===== src/rtl/cpu_run_controller.sv =====
// cpu_run_controller
// Sequences one complete program run on the pipelined RISC-V core:
//   1. streams a program image into instruction memory (LOAD_I),
//   2. streams an initial image into data memory (LOAD_D),
//   3. holds the core enable high for a programmed number of cycles (RUN),
//   4. streams a window of data memory, starting at address 0, back out
//      (DUMP_RD / DUMP_WAIT / DUMP_OUT),
// then parks in DONE until the next start.
//
// Ports
//   clk, arst_n            clock, asynchronous active-low reset
//   start                  begin a sequence (accepted only in IDLE or DONE)
//   imem_words/dmem_words/dump_words/run_cycles
//                          run configuration, sampled when start is accepted
//   in_valid/in_ready/in_data     load stream (valid/ready handshake)
//   out_valid/out_ready/out_data  dump stream (valid/ready handshake)
//   cpu_enable             core enable, high only in RUN
//   addr_ext/wen_ext/ren_ext/wdata_ext
//                          instruction-memory external port (write only)
//   addr_ext_2/wen_ext_2/ren_ext_2/wdata_ext_2/rdata_ext_2
//                          data-memory external port
//   busy                   any state other than IDLE and DONE
//   done                   in DONE
//
// Memory strobes, the core enable and the status flags are decoded
// combinationally from the state register so that an asynchronous reset
// removes them immediately.
module cpu_run_controller #(
    parameter int IMEM_ADDR_W = 9,
    parameter int DMEM_ADDR_W = 10,
    parameter int CYC_W       = 32
) (
    input  logic                   clk,
    input  logic                   arst_n,
    input  logic                   start,
    input  logic [IMEM_ADDR_W:0]   imem_words,
    input  logic [DMEM_ADDR_W:0]   dmem_words,
    input  logic [DMEM_ADDR_W:0]   dump_words,
    input  logic [CYC_W-1:0]       run_cycles,
    input  logic                   in_valid,
    output logic                   in_ready,
    input  logic [63:0]            in_data,
    output logic                   out_valid,
    input  logic                   out_ready,
    output logic [63:0]            out_data,
    output logic                   cpu_enable,
    output logic [63:0]            addr_ext,
    output logic                   wen_ext,
    output logic                   ren_ext,
    output logic [31:0]            wdata_ext,
    output logic [63:0]            addr_ext_2,
    output logic                   wen_ext_2,
    output logic                   ren_ext_2,
    output logic [63:0]            wdata_ext_2,
    input  logic [63:0]            rdata_ext_2,
    output logic                   busy,
    output logic                   done
);

    localparam int IW = IMEM_ADDR_W + 1;
    localparam int DW = DMEM_ADDR_W + 1;
    // Shared word index must cover both memories.
    localparam int XW = (IW > DW) ? IW : DW;

    localparam logic [IW-1:0] IMEM_MAX = {1'b1, {IMEM_ADDR_W{1'b0}}};
    localparam logic [DW-1:0] DMEM_MAX = {1'b1, {DMEM_ADDR_W{1'b0}}};

    typedef enum logic [2:0] {
        IDLE      = 3'd0,
        LOAD_I    = 3'd1,
        LOAD_D    = 3'd2,
        RUN       = 3'd3,
        DUMP_RD   = 3'd4,
        DUMP_WAIT = 3'd5,
        DUMP_OUT  = 3'd6,
        DONE      = 3'd7
    } state_t;

    state_t            r_state;
    state_t            w_next;
    logic [XW-1:0]     r_idx;
    logic [IW-1:0]     r_imem_n;
    logic [DW-1:0]     r_dmem_n;
    logic [DW-1:0]     r_dump_n;
    logic [CYC_W-1:0]  r_cyc;
    logic [63:0]       r_out_data;

    logic [IW-1:0]     w_imem_c;
    logic [DW-1:0]     w_dmem_c;
    logic [DW-1:0]     w_dump_c;
    logic [XW-1:0]     w_idx_inc;
    logic              w_start_acc;
    logic              w_idx_clr;
    logic              w_idx_step;

    // First phase with work to do; nz = {imem, dmem, run, dump} nonzero.
    function automatic state_t pick_phase(input logic [3:0] nz);
        state_t s;
        if (nz[3]) begin
            s = LOAD_I;
        end else if (nz[2]) begin
            s = LOAD_D;
        end else if (nz[1]) begin
            s = RUN;
        end else if (nz[0]) begin
            s = DUMP_RD;
        end else begin
            s = DONE;
        end
        return s;
    endfunction

    // Counts above the memory size clamp so the index can never wrap.
    assign w_imem_c  = (imem_words > IMEM_MAX) ? IMEM_MAX : imem_words;
    assign w_dmem_c  = (dmem_words > DMEM_MAX) ? DMEM_MAX : dmem_words;
    assign w_dump_c  = (dump_words > DMEM_MAX) ? DMEM_MAX : dump_words;
    assign w_idx_inc = r_idx + {{(XW-1){1'b0}}, 1'b1};

    // State register.
    always_ff @(posedge clk or negedge arst_n) begin
        if (!arst_n) begin
            r_state <= IDLE;
        end else begin
            r_state <= w_next;
        end
    end

    // Next-state and output decode.
    always_comb begin
        w_next      = r_state;
        w_start_acc = 1'b0;
        w_idx_clr   = 1'b0;
        w_idx_step  = 1'b0;
        in_ready    = 1'b0;
        wen_ext     = 1'b0;
        addr_ext    = 64'd0;
        wdata_ext   = 32'd0;
        wen_ext_2   = 1'b0;
        ren_ext_2   = 1'b0;
        addr_ext_2  = 64'd0;
        wdata_ext_2 = 64'd0;
        cpu_enable  = 1'b0;
        out_valid   = 1'b0;
        case (r_state)
            IDLE, DONE: begin
                if (start) begin
                    w_start_acc = 1'b1;
                    w_next = pick_phase({w_imem_c != '0, w_dmem_c != '0,
                                         run_cycles != '0, w_dump_c != '0});
                end else begin
                    w_next = r_state;
                end
            end
            LOAD_I: begin
                in_ready  = 1'b1;
                addr_ext  = {{(64-XW-2){1'b0}}, r_idx, 2'b00};
                wdata_ext = in_data[31:0];
                if (in_valid) begin
                    wen_ext = 1'b1;
                    if (w_idx_inc == XW'(r_imem_n)) begin
                        w_idx_clr = 1'b1;
                        w_next = pick_phase({1'b0, r_dmem_n != '0,
                                             r_cyc != '0, r_dump_n != '0});
                    end else begin
                        w_idx_step = 1'b1;
                    end
                end else begin
                    w_idx_step = 1'b0;
                end
            end
            LOAD_D: begin
                in_ready    = 1'b1;
                addr_ext_2  = {{(64-XW-3){1'b0}}, r_idx, 3'b000};
                wdata_ext_2 = in_data;
                if (in_valid) begin
                    wen_ext_2 = 1'b1;
                    if (w_idx_inc == XW'(r_dmem_n)) begin
                        w_idx_clr = 1'b1;
                        w_next = pick_phase({2'b00, r_cyc != '0, r_dump_n != '0});
                    end else begin
                        w_idx_step = 1'b1;
                    end
                end else begin
                    w_idx_step = 1'b0;
                end
            end
            RUN: begin
                cpu_enable = 1'b1;
                // Counter holds the cycles remaining including this one.
                if (r_cyc == {{(CYC_W-1){1'b0}}, 1'b1}) begin
                    w_next = pick_phase({3'b000, r_dump_n != '0});
                end else begin
                    w_next = RUN;
                end
            end
            DUMP_RD: begin
                ren_ext_2  = 1'b1;
                addr_ext_2 = {{(64-XW-3){1'b0}}, r_idx, 3'b000};
                w_next     = DUMP_WAIT;
            end
            DUMP_WAIT: begin
                w_next = DUMP_OUT;
            end
            DUMP_OUT: begin
                out_valid = 1'b1;
                if (out_ready) begin
                    if (w_idx_inc == XW'(r_dump_n)) begin
                        w_idx_clr = 1'b1;
                        w_next    = DONE;
                    end else begin
                        w_idx_step = 1'b1;
                        w_next     = DUMP_RD;
                    end
                end else begin
                    w_next = DUMP_OUT;
                end
            end
            default: begin
                w_next = IDLE;
            end
        endcase
    end

    // Configuration latch, word index, run counter and dump data register.
    always_ff @(posedge clk or negedge arst_n) begin
        if (!arst_n) begin
            r_idx      <= '0;
            r_imem_n   <= '0;
            r_dmem_n   <= '0;
            r_dump_n   <= '0;
            r_cyc      <= '0;
            r_out_data <= 64'd0;
        end else begin
            if (w_start_acc) begin
                r_imem_n <= w_imem_c;
                r_dmem_n <= w_dmem_c;
                r_dump_n <= w_dump_c;
                r_cyc    <= run_cycles;
                r_idx    <= '0;
            end else if (w_idx_clr) begin
                r_idx <= '0;
            end else if (w_idx_step) begin
                r_idx <= w_idx_inc;
            end
            if (r_state == RUN && r_cyc != '0) begin
                r_cyc <= r_cyc - {{(CYC_W-1){1'b0}}, 1'b1};
            end
            // Read data is valid the cycle after the read strobe.
            if (r_state == DUMP_WAIT) begin
                r_out_data <= rdata_ext_2;
            end
        end
    end

    assign out_data = r_out_data;
    assign ren_ext  = 1'b0;
    assign busy     = (r_state != IDLE) && (r_state != DONE);
    assign done     = (r_state == DONE);

endmodule


===== config.mk =====
export PLATFORM = sky130hd
export DESIGN_NAME = cpu_run_controller
export DESIGN_NICKNAME = d
export VERILOG_FILES = /design/src/rtl/cpu_run_controller.sv
export SDC_FILE = /design/constraint.sdc
export NUM_CORES = 1
export LEC_CHECK = 0
export CAP_MARGIN = 15
export CORE_MARGIN = 10
export CORE_UTILIZATION = 30
export CTS_CLUSTER_DIAMETER = 200
export DETAILED_ROUTE_END_ITERATION = 8
export GPL_ROUTABILITY_DRIVEN = 0
export GPL_TIMING_DRIVEN = 0
export PLACE_DENSITY_LB_ADDON = 0.15
export SLEW_MARGIN = 5
export SYNTH_ARGS = -nofsm -noshare
export SYNTH_HDL_FRONTEND = slang
export SYNTH_SLANG_ARGS = --single-unit

===== constraint.sdc =====
create_clock -name clk -period 4.16 [get_ports clk]
set_clock_uncertainty 0.05 [all_clocks]
set_input_delay 0.832 -clock clk [delete_from_list [all_inputs] [get_ports clk]]
set_output_delay 0.832 -clock clk [all_outputs]
set_load 0.02 [all_outputs]

## Word-level counts from Yosys, hierarchy flattened

Index checks and enable logic that the tools add are counted.

| operators by class | value |
|---|---|
| div/mod/pow operators | 0 |
| reductions and logical operators | 17 |
| $add $sub $neg | 2 |
| magnitude comparators | 3 |
| shifts and indexed selects | 0 |
| multiply operators | 0 |
| multiplexer cells | 51 |
| bitwise operators | 0 |
| eq/ne operators | 17 |

Operator list:

| operator | number |
|---|---|
| two-way mux 32 bit | 3 |
| two-way mux 64 bit | 1 |
| nonzero test 32 bit | 2 |
| two-way mux 11 bit | 5 |
| nonzero test 11 bit | 4 |
| two-way mux 3 bit | 12 |
| equality test 32 x 1 -> 1 bit, second input constant | 1 |
| subtractor 32 x 1 -> 32 bit, second input constant | 1 |
| equality test 11 bit | 2 |
| greater-than comparator 11 bit, second input constant | 2 |
| two-way mux 1 bit | 21 |
| one-hot mux 3 bit (7 select lines) | 1 |
| two-way mux 14 bit | 1 |
| two-way mux 13 bit | 1 |
| equality test 3 bit, second input constant | 4 |
| adder 11 x 1 -> 11 bit, second input constant | 1 |
| equality test 11 x 10 -> 1 bit | 1 |
| greater-than comparator 10 bit, second input constant | 1 |
| two-way mux 10 bit | 1 |
| inequality test 2 bit, second input constant | 5 |
| nonzero test 10 bit | 1 |
| equality test 3 x 2 -> 1 bit, second input constant | 2 |
| two-way mux 2 bit | 3 |
| one-hot mux 1 bit (3 select lines) | 2 |
| 8 further kinds | 12 |

| storage, ports and cells | value |
|---|---|
| bits in registers | 142 |
| memory bits (read-only) | 0 |
| input port bits | 197 |
| word-level logic and storage cells | 97 |
| memories kept | 0 |
| latch bits | 0 |
| output and inout port bits | 297 |
| memory bits (writable) | 0 |

## Depth between registers and ports, before layout

| depth | value |
|---|---|
| depth after elaboration | 9 |
| depth in mapped cells | 10 |
| gate-level depth less buffers | 9 |

## Worst setup path before layout

Ideal clock, no wire load.

| path | value |
|---|---|
| kind | flip-flop to flip-flop |
| start | reg r_cyc[20] |
| end | reg r_cyc[31] |
| setup slack | 1.361 ns |
| period minus slack after synthesis | 2.799 ns |
| path buffers | 1 |
| stages on the path, launching flop included | 9 |
| library setup time | 0.126 ns |
| data required time | 3.984 ns |
| arrival time | 2.623 ns |
| cell sequence | dfrtp_1 or4_1 buf_2 nor4_4 nand2_2 or4_4 or3_1 a21o_1 a221o_1 |

| between the ends | value |
|---|---|
| longest elaborated chain between the ends | 3 |
| elaborated cells on any way between the ends | 5 |
| classes of those cells | 1 x add/sub; 1 x mux; 3 x reduce/logical |

Ends and longest elaborated chain:

| what | RTL line | text |
|---|---|---|
| start: declaration | 85 | `logic [CYC_W-1:0] r_cyc;` |
| start signal: assignment | 238 | `r_cyc <= run_cycles;` |
| start signal: assignment | 246 | `r_cyc <= r_cyc - {{(CYC_W-1){1'b0}}, 1'b1};` |
| branches (longest 3 deep; another with subtractor 32 x 1 -> 32 bit) | -- |  |

Parallel ways; which one is timed is not known.
A chain may end at the register's enable or synchronous reset.

## Worst setup path in the final report

| path | value |
|---|---|
| start | reg r_state[0] |
| end | out wdata_ext_2[45] |

| between the ends | value |
|---|---|
| longest elaborated chain between the ends | 2 |

Ends and longest elaborated chain:

| what | RTL line | text |
|---|---|---|
| start: declaration | 79 | `state_t r_state;` |
| start signal: assignment | 124 | `r_state <= w_next;` |
| equality test 3 x 2 -> 1 bit | 144 | `case (r_state)` |
| two-way mux 64 bit | 144 |  |
| end: declaration | 54 | `output logic [63:0] wdata_ext_2,` |

Every way passes these cells.

==> out/qor.log <==
qor: worst_setup_path.timing.critical_path.fanout_max 10
qor: place.preCtsSetupSlack 0.3305 ns
qor: finish.post_route_cells_drive_above_1_share 0.1503
qor: floorplan.top_level_ports 494
qor: worst_setup_path.worst-r2r-setup-slack 0.40 ns
qor: synth.simple_gate_share_of_the_synthesized_area 0.2367
qor: clock_tree.clock_sink_count 142
qor: drt.drt_drc_violations_left 0
qor: floorplan.num_rows 63
qor: finish.fillCellCount 2887
qor: finish.final_core_util 0.4858
qor: drt.post_drt_via_cell_ratio 4.708
qor: global_routing.global_route_wire_length_before_repair 64.74 mm
qor: power_and_ir_drop.post-layout-total-power 7358 uW
qor: timing.timing_max_transition_violations_final 0
qor: worst_setup_path.path_class register to primary output
qor: worst_setup_path.worstSetupStartpoint r_state[0]
qor: drt.detail_route.wirelength 44.79 mm
qor: synth.synth_enable_flop_cells 0
qor: timing.final.setup.tns 0 ns
qor: floorplan.full_die_area 37390 um^2
qor: place.numPortBuffers 385
qor: timing.timing.max_slew.rel_slack 0.4599
qor: finish.post-route-cell-area 14400 um^2
qor: worst_setup_path.timing.critical_path.required 3.28 ns
qor: global_routing.grt_max_degree 94
qor: worst_setup_path.worst_r2r_startpoint r_idx[0]
qor: worst_setup_path.reg2regPathDepth 9
qor: synth.largest_family_of_logic_cells_by_synthesized_area simple AND/OR/NAND/NOR gates
qor: place.dp.final_hpwl 37.64 mm
qor: finish.mostFrequentLayoutCell sky130_fd_sc_hd__clkdlybuf4s50_1
qor: worst_setup_path.worst_setup_path_end_kind primary output
qor: timing.max_freq 258.0 MHz
qor: floorplan.die-width 193.4 um
qor: floorplan.initial_utilization 0.3042
qor: timing.final_hold_viol_count 0
qor: worst_setup_path.critPathArrivalTime 2.99 ns
qor: status.run_status completed
qor: clock_tree.tritoncts yes
qor: synth.synth_mux_area_frac 0.08686
qor: synth.yosys.area_share.adder 0.004163
qor: global_routing.grt_util_all_layers 0.2326
qor: synth.synthXorXnorAreaFrac 0.05495
qor: worst_setup_path.reg2reg_to r_state[1]
qor: synth.ys_dominant_reg_cell sky130_fd_sc_hd__dfrtp_1
qor: timing.final.min_clock_period 3.876 ns
qor: timing.unrepaired_setup_endpoints_after_global_routing false
qor: clock_tree.postCtsHoldBufs 0
qor: worst_setup_path.setup.worst_path.start_class register
qor: finish.final_cell_mix sky130_fd_sc_hd__clkdlybuf4s50_1 (384), sky130_fd_sc_hd__dfrtp_1 (142), sky130_fd_sc_hd__and2_1 (109)
qor: job.cap_viol_max_count 0
qor: floorplan.die_y 193.4 um
qor: finish.nets 1671
qor: clock_tree.cts_root_buffer sky130_fd_sc_hd__clkbuf_16
qor: global_routing.grt.overflow.total 0
qor: synth.synthArstFlopShare 1.000
qor: power_and_ir_drop.power-per-cell-area 511.1 nW/um^2
qor: power_and_ir_drop.vdd_drop_max 0.2402 mV
qor: clock_tree.cts_htree_levels 4
qor: global_routing.antenna_found_initial 7
qor: drt.postRouteAntennaNets 0
qor: global_routing.grt_pass1_vias 8688
qor: synth.synth_seq_area_share 0.3941
qor: drt.detail_route.iter0.violations 607
qor: hold_path.min-delay-path-class primary input to async pin
qor: synth.post_synth.cell_area_avg 9.393 um^2
qor: drt.avgRoutedWirePerCell 23.89 um
qor: clock_tree.worst_skew_pair.late_latency 0.43 ns
qor: timing.worst-slew-pin-transition 0.8040 ns
qor: synth.complex_gate_fraction_of_the_synthesized_area 0.1082
qor: synth.synth.yosys.warnings 0
qor: synth.synthesis.instances 960
qor: synth.synth_cell_types 62
qor: synth.cell_area_after_technology_mapping 9017 um^2
qor: clock_tree.clkSlewWorstSetupHoldPaths 0.07 ns
qor: clock_tree.cts_inserted_buffers 17
qor: timing.setup_viol_count_final 0
qor: finish.area_growth_syn_to_layout 59.66%
qor: clock_tree.clock_path_buffers 2
qor: drt.detail_route.first_pass.iterations 5
qor: drt.dr_total_vias 8827
qor: worst_setup_path.setup.worst_path.end wdata_ext_2[45]
qor: synth.synth.ff_latch_count 142
qor: floorplan.core 29640 um^2
qor: place.placement.cell_area 13790 um^2
qor: power_and_ir_drop.power_leakage 0.006121 uW
qor: timing.timing.final.crit_share 0.9316
qor: timing.final.setup.worst_slack 0.2844 ns
==> worst min path at each step <==
stage / end / slack [ns] / depth (start not counted)
detailed placement: r_cyc[21] / 0.44 / 1
floorplan: r_cyc[21] / 0.40 / 1
finish: r_cyc[21] / 0.26 / 1
global route: r_cyc[21] / 0.27 / 1
CTS: r_cyc[21] / 0.26 / 1
global placement: r_cyc[21] / 0.43 / 1
==> layer usage <==
layer | up-vias | GRT usage | routed length [um]
li1 | 4155 | - | -
met1 | 4227 | 0.2671 | 17400
met2 | 408 | 0.3857 | 21700
met3 | 31 | 0.1108 | 5126
met4 | 6 | 0.04864 | 520
met5 | - | 0 | 35
==> logic make-up (layout without fill, tap and decap cells) <==
family / count (synthesis) / in the layout
AND/OR/NAND/NOR: 391 / 391
buffers and inverters: 167 / 585
AO/OA/AOI/OAI: 142 / 142
flip-flops: 142 / 142
multiplexers: 70 / 70
XOR/XNOR: 44 / 44
adder cells (fa/ha/maj): 3 / 3
other: 1 / 108
==> through the flow <==
stage / cells / hold slack, ns
2_1_floorplan: 1066 / 0.4042
3_3_place_gp: 1841 / 0.4295
3_5_place_dp: 1842 / 0.4385
4_1_cts: 1874 / 0.2617
5_1_grt: 1875 / 0.2677
6_report: 1875 / 0.2554
==> critical path: stages (launching register included) <==
cell	delay, ns
sky130_fd_sc_hd__dfrtp_1	0.40
sky130_fd_sc_hd__nand2b_1	0.22
sky130_fd_sc_hd__nor2_2	0.33
sky130_fd_sc_hd__clkbuf_2	0.31
sky130_fd_sc_hd__clkbuf_1	0.30
sky130_fd_sc_hd__and2_1	0.19
sky130_fd_sc_hd__clkdlybuf4s50_1	0.82
==> area by class of cell <==
cell class                 instances  area [um^2]  share of cell area
timing repair buffer             386         3886              0.2699
multi-input combinational        757         4831              0.3355
sequential                       142         3553              0.2468
buffer                           159         1006             0.06987
tap                              390        488.0             0.03389
clock buffer                      18        429.2             0.02981
inverter                           8        30.03            0.002086
antenna                            1        2.502           0.0001738
clock inverter                    14        171.4             0.01191
==> registers in the layout, summed over array words and instances (netlist names) <==
| signal | count |
|---|---|
| r_dump_n | 11 |
| out_data | 64 |
| r_imem_n | 10 |
| r_state | 3 |
| r_cyc | 32 |
| r_dmem_n | 11 |
| r_idx | 11 |
==> cell usage after synthesis (4+ instances only) <==
master | instances | area (um^2)
sky130_fd_sc_hd__a21oi_1 | 24 | 120.1
sky130_fd_sc_hd__or3_1 | 7 | 43.79
sky130_fd_sc_hd__o311ai_0 | 5 | 43.79
sky130_fd_sc_hd__a221o_1 | 4 | 40.04
sky130_fd_sc_hd__nor2b_1 | 20 | 125.1
sky130_fd_sc_hd__a22o_1 | 14 | 122.6
sky130_fd_sc_hd__buf_4 | 107 | 803.3
sky130_fd_sc_hd__o211ai_1 | 5 | 37.54
sky130_fd_sc_hd__nand2_1 | 61 | 229.0
sky130_fd_sc_hd__xnor3_1 | 8 | 180.2
sky130_fd_sc_hd__clkbuf_1 | 45 | 168.9
sky130_fd_sc_hd__nand3_1 | 30 | 150.1
sky130_fd_sc_hd__inv_1 | 8 | 30.03
sky130_fd_sc_hd__and2_1 | 109 | 681.9
sky130_fd_sc_hd__and3_1 | 6 | 37.54
sky130_fd_sc_hd__mux2_2 | 66 | 743.2
sky130_fd_sc_hd__buf_2 | 4 | 20.02
sky130_fd_sc_hd__dfrtp_1 | 142 | 3553
sky130_fd_sc_hd__nand2b_1 | 21 | 131.4
sky130_fd_sc_hd__o21ai_0 | 40 | 200.2
sky130_fd_sc_hd__nor4_1 | 23 | 143.9
sky130_fd_sc_hd__a311oi_1 | 6 | 52.55
sky130_fd_sc_hd__mux2i_1 | 4 | 40.04
sky130_fd_sc_hd__xor2_1 | 9 | 78.83
sky130_fd_sc_hd__a211oi_1 | 11 | 82.58
sky130_fd_sc_hd__xnor2_1 | 27 | 236.5
sky130_fd_sc_hd__a22oi_1 | 4 | 30.03
sky130_fd_sc_hd__nor2_1 | 57 | 214.0
sky130_fd_sc_hd__nor3b_1 | 5 | 37.54
sky130_fd_sc_hd__nand4_1 | 6 | 37.54
sky130_fd_sc_hd__nor3_1 | 27 | 135.1
==> power breakdown <==
part           total (uW)  internal (uW)  switching [uW]
sequential           2120           1740             386
clock                1610            910             704
combinational        3620           1600            2020
total                7360           4250            3110
==> what timing repair did <==
item / CTS / global route
resized for setup: 1 / 4
setup buffers: 0 / 0
setup endpoints to repair: 16 / 22
(Power assumes the default switching activity.)
